[src/rtl/instr_fetch_unit_pkg.sv]
// Shared fetch-stage definitions: state encoding, datapath widths and
// the opcode field position consumed by the control decoder.
package pkg_rv_core;

    localparam int XLEN_DEF = 32;
    localparam logic [31:0] RESET_PC_DEF = 32'h0000_0000;

    localparam int OPC_MSB = 6;
    localparam int OPC_LSB = 2;
    localparam int OPC_W   = OPC_MSB - OPC_LSB + 1;

    localparam int PC_INC = 4;

    typedef enum logic [1:0] {
        FETCH = 2'd0,
        WAIT  = 2'd1,
        HOLD  = 2'd2
    } fetch_state_t;

endpackage

[src/rtl/instr_fetch_unit_pc_reg.sv]
// Program counter: reset value, sequential advance and redirect load.
// A redirect has priority over the sequential increment.
module pc_reg
    import pkg_rv_core::*;
#(
    parameter int              XLEN     = XLEN_DEF,
    parameter logic [XLEN-1:0] RESET_PC = XLEN'(RESET_PC_DEF)
) (
    input  logic            clk,
    input  logic            rst,
    input  logic            i_inc,
    input  logic            i_load,
    input  logic [XLEN-1:0] i_load_pc,
    output logic [XLEN-1:0] o_pc
);

    localparam logic [XLEN-1:0] ALIGN_MASK = ~XLEN'(3);

    logic [XLEN-1:0] r_pc;

    always_ff @(posedge clk) begin
        if (rst) begin
            r_pc <= RESET_PC & ALIGN_MASK;
        end else if (i_load) begin
            r_pc <= i_load_pc & ALIGN_MASK;
        end else if (i_inc) begin
            r_pc <= r_pc + XLEN'(PC_INC);
        end
    end

    assign o_pc = r_pc;

endmodule

[src/rtl/instr_fetch_unit.sv]
// Fetch stage: one outstanding instruction-memory read, holds the word for
// decode, squashes wrong-path data after a redirect.
//
//   state | meaning
//   FETCH | issue a request at pc (suppressed while redirect_valid)
//   WAIT  | request outstanding; discard marks a response already squashed
//   HOLD  | instruction presented to decode until accepted or redirected
module instr_fetch_unit
    import pkg_rv_core::*;
#(
    parameter int              XLEN     = XLEN_DEF,
    parameter logic [XLEN-1:0] RESET_PC = XLEN'(RESET_PC_DEF)
) (
    input  logic             clk,
    input  logic             rst,
    output logic             imem_req,
    output logic [XLEN-1:0]  imem_addr,
    input  logic             imem_valid,
    input  logic [XLEN-1:0]  imem_rdata,
    output logic             inst_valid,
    input  logic             dec_ready,
    output logic [XLEN-1:0]  inst,
    output logic [XLEN-1:0]  inst_pc,
    output logic [OPC_W-1:0] inst_opcode,
    input  logic             redirect_valid,
    input  logic [XLEN-1:0]  redirect_pc,
    output logic             busy
);

    fetch_state_t    r_state;
    logic            r_discard;
    logic [XLEN-1:0] r_inst;
    logic [XLEN-1:0] r_inst_pc;

    logic [XLEN-1:0] w_pc;
    logic            w_pc_inc;
    logic            w_capture;

    // Only a clean, non-squashed response advances the PC.
    assign w_capture = (r_state == WAIT) && imem_valid && !r_discard && !redirect_valid;
    assign w_pc_inc  = w_capture;

    pc_reg #(
        .XLEN     (XLEN),
        .RESET_PC (RESET_PC)
    ) u_pc_reg (
        .clk       (clk),
        .rst       (rst),
        .i_inc     (w_pc_inc),
        .i_load    (redirect_valid),
        .i_load_pc (redirect_pc),
        .o_pc      (w_pc)
    );

    always_ff @(posedge clk) begin
        if (rst) begin
            r_state   <= FETCH;
            r_discard <= 1'b0;
            r_inst    <= '0;
            r_inst_pc <= '0;
        end else begin
            case (r_state)
                FETCH: begin
                    if (!redirect_valid) begin
                        r_state <= WAIT;
                    end
                end
                WAIT: begin
                    if (imem_valid) begin
                        r_discard <= 1'b0;
                        if (w_capture) begin
                            r_inst    <= imem_rdata;
                            r_inst_pc <= w_pc;
                            r_state   <= HOLD;
                        end else begin
                            r_state <= FETCH;
                        end
                    end else if (redirect_valid) begin
                        r_discard <= 1'b1;
                    end
                end
                HOLD: begin
                    if (redirect_valid || dec_ready) begin
                        r_state <= FETCH;
                    end
                end
                default: begin
                    r_state <= FETCH;
                end
            endcase
        end
    end

    assign imem_req    = (r_state == FETCH) && !redirect_valid && !rst;
    assign imem_addr   = w_pc;
    assign inst_valid  = (r_state == HOLD);
    assign busy        = (r_state == WAIT);
    assign inst        = r_inst;
    assign inst_pc     = r_inst_pc;
    assign inst_opcode = r_inst[OPC_MSB:OPC_LSB];

endmodule

[config.mk]
export PLATFORM = sky130hd
export DESIGN_NAME = instr_fetch_unit
export DESIGN_NICKNAME = d
export VERILOG_FILES = /design/src/rtl/instr_fetch_unit_pkg.sv /design/src/rtl/instr_fetch_unit_pc_reg.sv /design/src/rtl/instr_fetch_unit.sv
export SDC_FILE = /design/constraint.sdc
export NUM_CORES = 1
export LEC_CHECK = 0
export CAP_MARGIN = 30
export CORE_MARGIN = 2
export CORE_UTILIZATION = 38
export CTS_BUF_LIST = sky130_fd_sc_hd__clkbuf_8 sky130_fd_sc_hd__clkbuf_16
export DETAILED_ROUTE_END_ITERATION = 16
export GPL_TIMING_DRIVEN = 0
export PLACE_DENSITY = 0.76
export SYNTH_ARGS = -nofsm -noshare
export SYNTH_HDL_FRONTEND = slang
export SYNTH_SLANG_ARGS = --single-unit
[constraint.sdc]
create_clock -name clk -period 1.8 [get_ports clk]
set_clock_uncertainty 0.05 [all_clocks]
set_input_delay 0.36 -clock clk [delete_from_list [all_inputs] [get_ports clk]]
set_output_delay 0.36 -clock clk [all_outputs]
set_load 0.02 [all_outputs]
==> summary.md <==
| Metric | Value |
|---|---|
| Core area | 0.0104 sq mm |
| Vias per inst | 4.87 |
| Worst Path Required | 1.39 ns |
| I/O pin cnt | 173 |
| Die area | 0.0115 sq mm |
| Worst setup SP type | register |
| Clk pin slew, worst setup/hold paths | 0.09 ns |
| Area post-placement | 0.00591 sq mm |
| WP data arrival | 1.33 ns |
| CTS tree | built |
| Pin count of the biggest net entering global routing | 15 |
| Post-Syn Area | 0.00407 sq mm |
| DP Worst Slack | -0.792 ns |
| Routability cong. | 0.788 |
| Final WS setup | 0.0569 ns |
| Critical setup path kind | register to output pin |
| Period utilization | 0.968 |
| HPWL Detailed | 9030 um |
| PwrDens | 713 mW/mm^2 |
| Outcome | completed |
| Minimum clock period | 1.74 ns |
| Fin util | 0.611 |
| R2r endpoint | u_pc_reg.o_pc[21] |
| # hold bufs at CTS | 0 |
| Multi-input gate area | 0.00202 sq mm |
| Row count | 37 |
| DR iter-0 viols | 197 |
| Cells after DPL | 811 |
| Final hold vios | 0 |
| Final setup vio count | 0 |
| Seq/Total Area, Yosys | 0.468 |
| Cell count after synthesis | 507 |
| FMAX | 0.574 GHz |
| Chip width | 107 um |
| Drc violations | 0 |
| Total negative slack | 0 ns |
| CTS sink count | 95 |
| Final Instance Area | 0.00634 sq mm |
| Synth top area share | 0.468 |
| Reg2Reg Setup Slack | 0.11 ns |
| Antenna violations before repair | 0 |
| Post-route ant nets | 0 |
| Clock Tree Buf Depth | 2 |
| Count of flip-flops with a built-in enable after synthesis | 0 |
| Worst-margin pin slew | 0.593 ns |
| Syn Area/Cell | 8.02 sq um |
| Class of the worst hold path | input pin to register |
| Ys flop type | dfxtp_1 |
| Max Fanout on Critical Path | 5 |
| Synth top cells by count | nand2_1 (134), dfxtp_1 (95), a21oi_1 (85) |
| TritonRoute pass-1 iters | 5 |
| Synth top area cells | dfxtp_1 (47%), nand2_1 (12%), a21oi_1 (10%), xnor2_1 (5.0%), o21a_1 (3.1%) |
| Nets | 763 |
| Max_cap viols | 0 |
| Gr usage total | 0.214 |
| Antenna Cells | 0 |
| Final wirelength | 12200 um |
| Synthesis Warnings | 0 |
| Die Y | 107 um |
| Worst Setup SP | r_state[0] |
| Global-route wire length before repair | 19500 um |
| Count leader, synth | nand2_1 |
| Area Growth Syn to Fin | 55.9% |
| CTS HTree Levels | 3 |
| CTS Root Cell | clkbuf_8 |
| Max VDD drop | 0.000430 V |
| Max_slew headroom | 0.605 |
| Initial core utilization | 0.392 |
| Worst setup endpoint | busy |
| Worst skew pair latency | 0.36 ns |
| Via count | 4064 |
| CP Capture Type | output pin |
| IO Port Bufs | 165 |
| Synth area leader | dfxtp_1 |
| Crit Reg-Reg Startpoint | r_state[1] |
| Post-synthesis async set-or-reset flop share | 0 |
| Drt wl/cell | 14.7 um |
| Number of global-route vias before repair | 3968 |
| Filler Cell Count | 913 |
| Num CTS Buffers | 9 |
| Layout cells sized above 1 | 0.123 |
| Leakage power | 2.56 nW |
| Pins Over Slew Limit | 0 |
| Seq. cell area | 0.00193 sq mm |
| Post-synth cell types | 34 |
| Total grt overflow | 0 |
| Fin cells | 834 |
| Register bit total from synthesis | 95 |
| Worst reg-to-reg path cell count | 6 |
[cell type report]
| type | count | share of cell area |
|---|---|---|
| flip-flops and latches | 95 | 0.304 |
| plain buffers | 40 | 0.0373 |
| clock inverters | 5 | 0.0114 |
| clock buffers | 11 | 0.0239 |
| repair buffers | 173 | 0.265 |
| multi-input cells | 354 | 0.319 |
| well taps | 136 | 0.0268 |
| inverters | 20 | 0.0118 |
[registers in the layout (all words and copies together) (netlist names)]
register       count
u_pc_reg.o_pc     30
inst_pc           30
r_discard          1
inst              32
r_state            2
[critical path: stages (launching register included)]
cell,delay (ns)
dfxtp_2,0.41
nor2b_2,0.26
clkdlybuf4s15_2,0.31
[report_power, final]
part	switching, W	leakage, nW	internal, W
clock	0.000710	0.122	0.000847
combinational	0.000342	1.66	0.000349
sequential	0.0000939	0.780	0.00218
[repair_timing]
action	4_1_cts	5_1_grt
pin swaps	3	2
gates resized for setup	76	33
buffers inserted	6	2
endpoints found under the setup margin	130	91
[through the flow]
stage | power [W] | hold slack (ns)
floorplan | 0.00263 | 0.407
global placement | 0.00299 | 0.391
detailed placement | 0.00301 | 0.396
CTS | 0.00455 | 0.408
global route | 0.00473 | 0.325
finish | 0.00452 | 0.296
[cell usage in the layout, fill, tap and decap left out, drive strengths merged, types with 7 or more instances in the layout]
| master | netlist | routed |
|---|---|---|
| dfxtp | 95 | 95 |
| nor2 | 17 | 17 |
| xnor2 | 23 | 23 |
| o21a | 17 | 17 |
| inv | 20 | 22 |
| buf | 17 | 26 |
| nand2 | 134 | 134 |
| a21oi | 85 | 85 |
| nand4 | 13 | 13 |
| nand3 | 10 | 10 |
| clkbuf | 24 | 34 |
| dlygate4sd2 | 0 | 36 |
| nor4 | 7 | 7 |
| clkdlybuf4s50 | 0 | 121 |
| mux2i | 8 | 8 |
[routing by layer]
| metal | track usage | up-vias | routed length (um) |
|---|---|---|---|
| met5 | 0 | - | 0 |
| met4 | 0.0788 | 0 | 141 |
| met3 | 0.0466 | 13 | 878 |
| met2 | 0.360 | 137 | 5930 |
| met1 | 0.268 | 1874 | 5290 |
| li1 | - | 2040 | - |
[kinds of logic (layout without fill, tap and decap cells)]
| kind of cell | count (synthesis) | in the layout | synth area share |
|---|---|---|---|
| buffers and inverters | 61 | 249 | 0.0668 |
| other | 1 | 4 | 0.000922 |
| muxes | 8 | 8 | 0.0197 |
| DFF | 95 | 95 | 0.468 |
| xor gates and xnor gates | 28 | 28 | 0.0603 |
| adders and majority gates | 1 | 1 | 0.00308 |
| AOI/OAI and AO/OA | 107 | 107 | 0.146 |
| and+or+nand+nor | 206 | 206 | 0.235 |
[worst min path at each step]
stage               start        end  depth (start not counted)
3_3_place_gp     inst[31]   inst[31]                          2
2_1_floorplan  imem_valid  r_discard                          1
3_5_place_dp     inst[31]   inst[31]                          2
4_1_cts          inst[31]   inst[31]                          2
6_report       imem_valid  r_discard                          2
5_1_grt        imem_valid  r_discard                          2
No activity file was read; power rests on OpenSTA's default activity.
